===== src/rtl/conv3x3_frame_sched_if.sv =====
// Stream/handshake bundle between the pixel/weight source, the 3x3 frame
// scheduler and the 9-MAC conv datapath. The master modport is the
// environment side; the slave modport is the scheduler.
interface conv3x3_frame_sched_if;
  logic        start;
  logic        wt_valid;
  logic [7:0]  wt_data;
  logic        wt_ready;
  logic        pix_valid;
  logic [7:0]  pix_data;
  logic        pix_ready;
  logic        mac_valid_in;
  logic [71:0] mac_win;
  logic [71:0] mac_w;
  logic        mac_valid_out;
  logic [15:0] mac_result;
  logic        out_valid;
  logic [15:0] out_data;
  logic        busy;
  logic        frame_done;

  modport master (
    output start, wt_valid, wt_data, pix_valid, pix_data, mac_valid_out, mac_result,
    input  wt_ready, pix_ready, mac_valid_in, mac_win, mac_w, out_valid, out_data,
           busy, frame_done
  );

  modport slave (
    input  start, wt_valid, wt_data, pix_valid, pix_data, mac_valid_out, mac_result,
    output wt_ready, pix_ready, mac_valid_in, mac_win, mac_w, out_valid, out_data,
           busy, frame_done
  );
endinterface


===== src/rtl/conv3x3_frame_sched.sv =====
// 3x3 convolution frame scheduler: loads nine weights, streams a raster
// frame through two line buffers and a 3x3 window, issues one window per
// pixel once a full window exists, and forwards datapath results.
// Optional build macro CONV_SCHED_RELU_EN clamps negative results to zero.
module conv3x3_frame_sched #(
  parameter int IMG_W = 8,
  parameter int IMG_H = 8
) (
  input logic clk,
  input logic rst,
  conv3x3_frame_sched_if.slave bus
);
  localparam int NTAP = 9;
  localparam int CW   = $clog2(IMG_W);
  localparam int RW   = $clog2(IMG_H);
  localparam int NOUT = (IMG_W - 2) * (IMG_H - 2);
  localparam int OW   = $clog2(NOUT + 1);

  typedef enum logic [2:0] {IDLE, LOAD_W, RUN, DRAIN, DONE} state_t;

  state_t                     state_q, state_d;
  logic [3:0]                 wcnt;
  logic [CW-1:0]              col;
  logic [RW-1:0]              row;
  logic [OW-1:0]              ocnt;
  logic [NTAP-1:0][7:0]       wts;
  logic [NTAP-1:0][7:0]       win;
  logic [7:0]                 lb0 [IMG_W];
  logic [7:0]                 lb1 [IMG_W];
  logic                       win_vld;
  logic                       out_vld;
  logic [15:0]                out_q;
  logic                       wt_acc, pix_acc, res_acc;
  logic                       last_col, last_row;
  logic [15:0]                res_val;

  assign wt_acc   = bus.wt_valid & bus.wt_ready;
  assign pix_acc  = bus.pix_valid & bus.pix_ready;
  assign res_acc  = bus.mac_valid_out & ((state_q == RUN) | (state_q == DRAIN));
  assign last_col = (col == CW'(IMG_W - 1));
  assign last_row = (row == RW'(IMG_H - 1));

`ifdef CONV_SCHED_RELU_EN
  assign res_val = bus.mac_result[15] ? 16'd0 : bus.mac_result;
`else
  assign res_val = bus.mac_result;
`endif

  assign bus.mac_valid_in = win_vld;
  assign bus.mac_win      = win;
  assign bus.mac_w        = wts;
  assign bus.out_valid    = out_vld;
  assign bus.out_data     = out_q;

  // State register.
  always_ff @(posedge clk) begin
    if (rst) state_q <= IDLE;
    else     state_q <= state_d;
  end

  // Next-state and state-decoded handshake outputs.
  always_comb begin
    state_d        = state_q;
    bus.wt_ready   = 1'b0;
    bus.pix_ready  = 1'b0;
    bus.busy       = (state_q != IDLE);
    bus.frame_done = 1'b0;
    case (state_q)
      IDLE:    if (bus.start) state_d = LOAD_W;
      LOAD_W: begin
        bus.wt_ready = 1'b1;
        if (wt_acc && wcnt == 4'd8) state_d = RUN;
      end
      RUN: begin
        bus.pix_ready = 1'b1;
        if (pix_acc && last_col && last_row) state_d = DRAIN;
      end
      DRAIN:   if (ocnt == OW'(NOUT)) state_d = DONE;
      DONE: begin
        bus.frame_done = 1'b1;
        state_d        = IDLE;
      end
      default: state_d = IDLE;
    endcase
  end

  // Weight, raster position and result counters; cleared on frame start.
  always_ff @(posedge clk) begin
    if (rst) begin
      wcnt <= '0;
      col  <= '0;
      row  <= '0;
      ocnt <= '0;
    end else if (state_q == IDLE && bus.start) begin
      wcnt <= '0;
      col  <= '0;
      row  <= '0;
      ocnt <= '0;
    end else begin
      if (wt_acc) wcnt <= wcnt + 4'd1;
      if (pix_acc) begin
        if (last_col) begin
          col <= '0;
          row <= row + RW'(1);
        end else begin
          col <= col + CW'(1);
        end
      end
      if (res_acc) ocnt <= ocnt + OW'(1);
    end
  end

  // Weights survive reset; they only change while loading.
  always_ff @(posedge clk) begin
    if (wt_acc) wts[wcnt] <= bus.wt_data;
  end

  // Line buffers: lb0 holds the previous row, lb1 the one before it.
  always_ff @(posedge clk) begin
    if (pix_acc) begin
      lb1[col] <= lb0[col];
      lb0[col] <= bus.pix_data;
    end
  end

  // Window shift, window valid and registered result output.
  always_ff @(posedge clk) begin
    if (rst) begin
      win     <= '0;
      win_vld <= 1'b0;
      out_vld <= 1'b0;
      out_q   <= '0;
    end else begin
      win_vld <= pix_acc && (row >= RW'(2)) && (col >= CW'(2));
      if (pix_acc) begin
        for (int k = 0; k < 3; k++) begin
          win[3*k]   <= win[3*k+1];
          win[3*k+1] <= win[3*k+2];
        end
        win[2] <= lb1[col];
        win[5] <= lb0[col];
        win[8] <= bus.pix_data;
      end
      out_vld <= res_acc;
      if (res_acc) out_q <= res_val;
    end
  end
endmodule


===== src/flat_wrapper.sv =====
// flat-port wrapper written by rule: the top's interface ports become plain ports
module conv3x3_frame_sched_flat 
#(
  parameter int IMG_W = 8,
  parameter int IMG_H = 8
)
  (clk, rst, bus_start, bus_wt_valid, bus_wt_data, bus_pix_valid, bus_pix_data, bus_mac_valid_out, bus_mac_result, bus_wt_ready, bus_pix_ready, bus_mac_valid_in, bus_mac_win, bus_mac_w, bus_out_valid, bus_out_data, bus_busy, bus_frame_done);
  conv3x3_frame_sched_if bus_i ();
  input logic clk;
  input logic rst;
  input wire logic [$bits(bus_i.start)-1:0] bus_start;
  input wire logic [$bits(bus_i.wt_valid)-1:0] bus_wt_valid;
  input wire logic [$bits(bus_i.wt_data)-1:0] bus_wt_data;
  input wire logic [$bits(bus_i.pix_valid)-1:0] bus_pix_valid;
  input wire logic [$bits(bus_i.pix_data)-1:0] bus_pix_data;
  input wire logic [$bits(bus_i.mac_valid_out)-1:0] bus_mac_valid_out;
  input wire logic [$bits(bus_i.mac_result)-1:0] bus_mac_result;
  output wire logic [$bits(bus_i.wt_ready)-1:0] bus_wt_ready;
  output wire logic [$bits(bus_i.pix_ready)-1:0] bus_pix_ready;
  output wire logic [$bits(bus_i.mac_valid_in)-1:0] bus_mac_valid_in;
  output wire logic [$bits(bus_i.mac_win)-1:0] bus_mac_win;
  output wire logic [$bits(bus_i.mac_w)-1:0] bus_mac_w;
  output wire logic [$bits(bus_i.out_valid)-1:0] bus_out_valid;
  output wire logic [$bits(bus_i.out_data)-1:0] bus_out_data;
  output wire logic [$bits(bus_i.busy)-1:0] bus_busy;
  output wire logic [$bits(bus_i.frame_done)-1:0] bus_frame_done;
  assign bus_i.start = bus_start;
  assign bus_i.wt_valid = bus_wt_valid;
  assign bus_i.wt_data = bus_wt_data;
  assign bus_i.pix_valid = bus_pix_valid;
  assign bus_i.pix_data = bus_pix_data;
  assign bus_i.mac_valid_out = bus_mac_valid_out;
  assign bus_i.mac_result = bus_mac_result;
  assign bus_wt_ready = bus_i.wt_ready;
  assign bus_pix_ready = bus_i.pix_ready;
  assign bus_mac_valid_in = bus_i.mac_valid_in;
  assign bus_mac_win = bus_i.mac_win;
  assign bus_mac_w = bus_i.mac_w;
  assign bus_out_valid = bus_i.out_valid;
  assign bus_out_data = bus_i.out_data;
  assign bus_busy = bus_i.busy;
  assign bus_frame_done = bus_i.frame_done;
  conv3x3_frame_sched #(.IMG_W(IMG_W), .IMG_H(IMG_H)) u_core (.clk(clk), .rst(rst), .bus(bus_i));
endmodule

===== config.mk =====
export PLATFORM = sky130hd
export DESIGN_NAME = conv3x3_frame_sched_flat
export DESIGN_NICKNAME = d
export VERILOG_FILES = /design/src/rtl/conv3x3_frame_sched_if.sv /design/src/rtl/conv3x3_frame_sched.sv /design/src/flat_wrapper.sv
export SDC_FILE = /design/constraint.sdc
export NUM_CORES = 1
export LEC_CHECK = 0
export BUFFER_PORTS_ARGS = -buffer_cell sky130_fd_sc_hd__buf_2
export CAP_MARGIN = 40
export CORE_MARGIN = 5
export CORE_UTILIZATION = 48
export DETAILED_ROUTE_END_ITERATION = 7
export PLACE_DENSITY = 0.79
export SYNTH_ARGS = -nofsm -noshare
export SYNTH_HDL_FRONTEND = slang
export SYNTH_SLANG_ARGS = --single-unit

===== constraint.sdc =====
create_clock -name clk -period 4.1 [get_ports clk]
set_clock_uncertainty 0.05 [all_clocks]
set_input_delay 0.615 -clock clk [delete_from_list [all_inputs] [get_ports clk]]
set_output_delay 0.615 -clock clk [all_outputs]
set_load 0.02 [all_outputs]

==> run_results.csv, run 1 <==
group,metric,value,unit
cells_and_area,mostFrequentLayoutCell,"buf_2",
timing,finalCriticalPeriod,2.378,ns
timing,fin_tns_setup,0,ns
clock_network,clk_pin_slew,0.06,ns
routing,drt_first_pass_iters,5,
timing,fmax,0.4204,GHz
clock_network,postCtsHoldBufs,0,
yosys,ys_types,43,
cells_and_area,n_fill_cell,1776,
global_routing,grt_max_degree,83,
timing,slew_violations,0,
cells_and_area,area_growth,20.77,%
timing,finalHoldViolations,0,
power,peakVddDrop,0.0002985,V
flow_run,maxCapViolations,0,
worst_setup_path,worst-r2r-setup-slack,1.77,ns
cells_and_area,layout_common_cells,"buf_2, edfxtp_1, nand2_1, dfxtp_1, a21oi_1",
yosys,netlist_instances,792,
clock_network,cts-resized-gates,0,
yosys,yosysWarnings,0,
cells_and_area,multi_input_area,2768,µm²
yosys,synthSimpleGateAreaFrac,10.00,%
worst_setup_path,r2r_cells,5,
global_routing,first_global_vias,6487,
cells_and_area,register_area,8248,µm²
die,dieArea,26560,µm²
status,status,"finished clean",
die,num_io_pins,204,
placement,gp_congestion,0.8216,
worst_setup_path,crit_type,"reg2out",
yosys,synth_xor_xnor_area_share,0.6237,%
die,core,23260,µm²
timing,max-slew-margin-rel,39.35,%
placement,port-buffer-count,203,
clock_network,cts_made_buffers,29,
timing,rsz0062_at_grt,"no",
cells_and_area,final_layout_size_suffix_gt1_share,30.86,%
power,leakagePower,4.897,nW
worst_setup_path,r2r_start,"u_core.state_q[2]$_SDFFE_PP0P_",
global_routing,track_usage,16.99,%
yosys,synth_top_family_by_area,"simple AND/OR/NAND/NOR gates",
placement,dp_hpwl,15750,µm
die,fp.dieH,163.0,µm
yosys,synth_edf_count,200,
yosys,syn_area_per_cell,14.19,µm²
die,rows,56,
clock_network,cts_tree,"done",
min_path,hold_depth,3,
timing,whs,0.2409,ns
placement,dpl_cell_area,12610,µm²
power,power.density,446.8,nW/µm²
routing,vias_per_cell,5.156,
worst_setup_path,worstSetupStartpointType,"flip-flop",
die,initial_core_util,48.29,%
min_path,hp-start,"bus_mac_result[7]",
global_routing,antenna_found_initial,0,
die,die_w,163.0,µm
clock_network,root_buffer,"clkbuf_16",
worst_setup_path,crit_fanout,12,
worst_setup_path,crit_required,3.43,ns
worst_setup_path,cp-end-kind,"primary output",
global_routing,global_route.overflow_total,0,
clock_network,cts_max_level,1,
clock_network,cts_setup_buffers,0,
clock_network,clock_latency,0.56,ns
cells_and_area,final_cell_area,13570,µm²
routing,wirelength,23550,µm
clock_network,clock_path_buffers,3,
yosys,ys_seq_elements,312,
yosys,synth_seq_area_share,73.42,%
timing,setup_viol,0,
worst_setup_path,crit_arrival,1.71,ns
yosys,syn_area,11230,µm²
yosys,synth_flop_cell,"edfxtp_1",
routing,drc,0,
yosys,syn_nets,841,
timing,tightestPinTransition,0.9085,ns
routing,ant_nets,0,
yosys,muxShareOfSynthArea,7.707,%
min_path,min_to,"u_core.bus.out_data[7]$_SDFFE_PP0P_",
routing,vias,6925,
clock_network,cts.sinks,312,
yosys,synth_compound_area_share,4.800,%
min_path,hold_path_class,"in2reg",
yosys,synth_fa_ha_area_share,1.225,%
global_routing,grt_pass1_wl,35800,µm
worst_setup_path,reg2reg_to,"u_core.lb1[4][0]$_DFFE_PP_",
yosys,synthArstFlopShare,0,%
routing,wl_per_cell,17.53,µm
cells_and_area,final_nets,1050,
timing,min_period_over_period,58.01,%
routing,drtIter0Drc,524,
cells_and_area,diodes,0,
[cells in the mapped netlist, types with 2 or more instances]
cell type / n / area share (%)
nor2b_1: 3 / 0.17
and3b_1: 2 / 0.16
nor2_1: 36 / 1.2
nand2_1: 164 / 5.5
clkbuf_1: 23 / 0.77
mux4_2: 26 / 5.2
ha_1: 11 / 1.2
mux4_1: 3 / 0.70
buf_4: 3 / 0.20
a21oi_1: 89 / 4.0
nor4_1: 3 / 0.17
buf_1: 5 / 0.17
xor2_1: 6 / 0.47
mux2_4: 2 / 0.27
and2_1: 7 / 0.39
inv_1: 7 / 0.23
mux2_2: 9 / 0.90
and4bb_1: 2 / 0.22
nor3_1: 18 / 0.80
a31oi_1: 2 / 0.11
xnor2_1: 2 / 0.16
mux2i_1: 7 / 0.62
nor3b_1: 3 / 0.20
nand2b_1: 4 / 0.22
edfxtp_1: 200 / 53
o21ai_0: 4 / 0.18
nand3_1: 2 / 0.089
buf_2: 13 / 0.58
nand4_1: 6 / 0.33
dfxtp_1: 112 / 20
nand3b_1: 4 / 0.27
or3_1: 3 / 0.17
[power by group]
group | internal (mW) | switching [mW] | total (mW)
Sequential | 3.33 | 0.00397 | 3.33
Clock | 1.49 | 1.15 | 2.64
Combinational | 0.0241 | 0.0599 | 0.0840
[kinds of logic (layout without fill, tap and decap cells)]
logic type | Yosys count | in the layout
compound gates | 102 | 102
xor+xnor | 8 | 8
fa+ha+maj | 11 | 11
buf+inv | 53 | 285
flops | 312 | 312
mux | 47 | 47
simple gates | 259 | 259
[per-layer routing]
layer | share of wire [%] | up-vias | GRT usage [%] | routed length [µm]
li1 | - | 3270 | - | -
met1 | 41 | 3359 | 22.34 | 9551
met2 | 49 | 252 | 28.91 | 11500
met3 | 8.0 | 44 | 3.417 | 1882
met4 | 2.6 | 0 | 4.880 | 612
met5 | 0 | - | 0 | 0
[layout make-up]
type | count | area share [%]
Sequential cell | 312 | 60.79
Multi-Input combinational cell | 427 | 20.40
Timing Repair Buffer | 224 | 8.650
Clock buffer | 35 | 5.745
Tap cell | 319 | 2.942
Clock inverter | 19 | 1.282
Inverter | 7 | 0.1937
[registers in the layout (all words and copies together) (netlist names), named ones only]
register,flops
u_core.bus.mac_w,72
u_core.bus.mac_win,72
u_core.lb0,64
u_core.lb1,64
u_core.bus.out_data,16
u_core.ocnt,6
u_core.wcnt,4
u_core.col,3
u_core.row,3
u_core.state_q,3
u_core.bus.mac_valid_in,1
u_core.bus.out_valid,1
[per-stage QoR]
step / util (%) / total power [mW] / setup slack, ns / cells
global placement: 54.20 / 3.483 / 1.734 / 1288
CTS: 58.33 / 6.103 / 1.691 / 1343
detailed placement: 54.23 / 3.486 / 1.691 / 1289
global route: 58.33 / 6.261 / 1.568 / 1343
floorplan: - / 3.436 / 0.9757 / 792
finish: 58.33 / 6.062 / 1.722 / 1343
[critical path, stage by stage (launching register included)]
cell,delay [ns]
dfxtp_1,0.53
nor3b_1,0.39
buf_2,0.24
[worst max-delay path by stage]
stage	startpoint	to	cells after the start
2_1_floorplan	bus_pix_valid	u_core.lb0[0][0]$_DFFE_PP_	4
3_3_place_gp	bus_pix_valid	u_core.lb0[4][1]$_DFFE_PP_	5
3_5_place_dp	bus_pix_valid	u_core.lb1[4][2]$_DFFE_PP_	5
4_1_cts	u_core.state_q[0]$_SDFFE_PP0P_	bus_wt_ready	2
5_1_grt	u_core.state_q[2]$_SDFFE_PP0P_	u_core.lb1[4][2]$_DFFE_PP_	5
6_report	u_core.state_q[0]$_SDFFE_PP0P_	bus_wt_ready	2
Power figures use the tool's default switching activity.
==> run 2, diff against run 1 <==
Settings changed: PLACE_DENSITY 0.79 to 0.82.
Clock period 4.1 ns to 2.05 ns, I/O delays scaled along.
==> run_results.csv, run 2 (same netlist as run 1, synthesis figures left out) <==
group,metric,value,unit
worst_setup_path,cp-end-kind,"primary output",
timing,finalCriticalPeriod,1.971,ns
timing,tightestPinTransition,0.5509,ns
die,dieArea,26560,µm²
global_routing,grt_max_degree,90,
timing,whs,0.02301,ns
global_routing,grt_pass1_wl,39010,µm
clock_network,clock_path_buffers,3,
placement,gp_congestion,0.7737,
routing,drc,0,
clock_network,cts_made_buffers,30,
routing,vias_per_cell,5.187,
clock_network,cts_tree,"done",
timing,fmax,0.5074,GHz
routing,wirelength,25060,µm
min_path,hold_path_class,"in2reg",
worst_setup_path,crit_type,"reg2out",
timing,rsz0062_at_grt,"no",
timing,slew_violations,0,
global_routing,global_route.overflow_total,0,
flow_run,maxCapViolations,0,
cells_and_area,final_cells,1383,
power,leakagePower,5.161,nW
timing,finalHoldViolations,0,
worst_setup_path,cp-startpoint,"u_core.state_q[2]$_SDFFE_PP0P_",
cells_and_area,layout_common_cells,"buf_2, edfxtp_1, nand2_1, dfxtp_1, a21oi_1",
die,core,23260,µm²
routing,drt_first_pass_iters,5,
worst_setup_path,crit_fanout,8,
placement,port-buffer-count,203,
routing,ant_nets,0,
clock_network,cts_max_level,1,
die,initial_core_util,48.29,%
status,status,"finished clean",
min_path,hold_depth,1,
cells_and_area,finish.utilization,61.01,%
global_routing,track_usage,18.44,%
die,fp.dieH,163.0,µm
timing,max-slew-margin-rel,63.22,%
power,power,12.79,mW
power,peakVddDrop,0.0007478,V
cells_and_area,area_growth,26.33,%
min_path,hp-start,"bus_wt_data[1]",
global_routing,antenna_found_initial,0,
worst_setup_path,crit_required,1.69,ns
clock_network,root_buffer,"clkbuf_16",
timing,setup_viol,0,
routing,vias,7173,
clock_network,clk_pin_slew,0.07,ns
clock_network,clock_latency,0.57,ns
die,rows,56,
worst_setup_path,r2r_cells,5,
die,die_w,163.0,µm
timing,fin_tns_setup,0,ns
power,power.density,901.1,nW/µm²
routing,drtIter0Drc,463,
cells_and_area,final_layout_size_suffix_gt1_share,31.51,%
die,num_io_pins,204,
routing,wl_per_cell,18.12,µm
worst_setup_path,worstSetupStartpointType,"flip-flop",
global_routing,first_global_vias,7193,
cells_and_area,mostFrequentLayoutCell,"buf_2",
placement,dp_hpwl,15640,µm
placement,dp_cells,1299,
cells_and_area,final_nets,1088,
clock_network,cts.sinks,312,
worst_setup_path,crit_arrival,1.61,ns
timing,min_period_over_period,96.13,%
clock_network,cts_setup_buffers,0,
==> run 2: changes by cell type in the layout (fill, tap and decap cells not counted), moves of 3 or more <==
cell,previous run,this run
buf_12,0,8
dlygate4sd3_1,0,27
clkinv_2,6,3
clkbuf_1,4,1
==> run 2: layout make-up <==
cell class,count,area [µm²]
diodes,1,2.502
fillers,1694,9070
well taps,319,399.1
inverters,7,26.28
clock inverters,20,269.0
clock buffers,36,845.8
multi-input cells,427,2781
flip-flops and latches,312,8249
repair buffers,261,1619
==> run 2: worst max-delay path, stage by stage (launching register included) <==
cell,delay (ns)
dfxtp_2,0.35
buf_4,0.16
or3_1,0.36
buf_2,0.17
==> run 2: power breakdown <==
part | switching (mW) | leakage [nW] | internal [mW]
logic | 0.130 | 1.93 | 0.0870
clock network | 2.40 | 0.529 | 3.51
registers | 0.00624 | 2.70 | 6.66
total | 2.53 | 5.16 | 10.3
==> run 2: through the flow <==
stage,worst slack (ns),instance area [µm²]
after floorplan,-0.1258,11270
after global placement,0.2648,12800
after detailed placement,0.1574,12800
after CTS,0.02700,14190
after global routing,0.009073,14190
final,0.07932,14190
==> run 2: timing repair <==
| item | CTS | global route |
|---|---|---|
| resized for setup | 0 | 1 |
| endpoints found under the hold margin | 100 | 0 |
| hold buffers | 27 | 0 |
| endpoints found under the setup margin | 0 | 1 |
==> run 2: worst paths after layout <==
path | end | slack, ns
min reg2reg | u_core.bus.mac_win[7]$_SDFFE_PP0P_ | 0.40
max reg2reg | u_core.bus.mac_win[44]$_SDFFE_PP0P_ | 0.16
max | bus_busy | 0.08
min | u_core.bus.mac_w[65]$_DFFE_PP_ | 0.02
==> run 2: layer usage <==
metal	GRT usage, %	share of wire [%]
met1	22.51	39
met2	33.21	52
met3	3.872	7.7
met4	5.223	2.2
met5	0	0
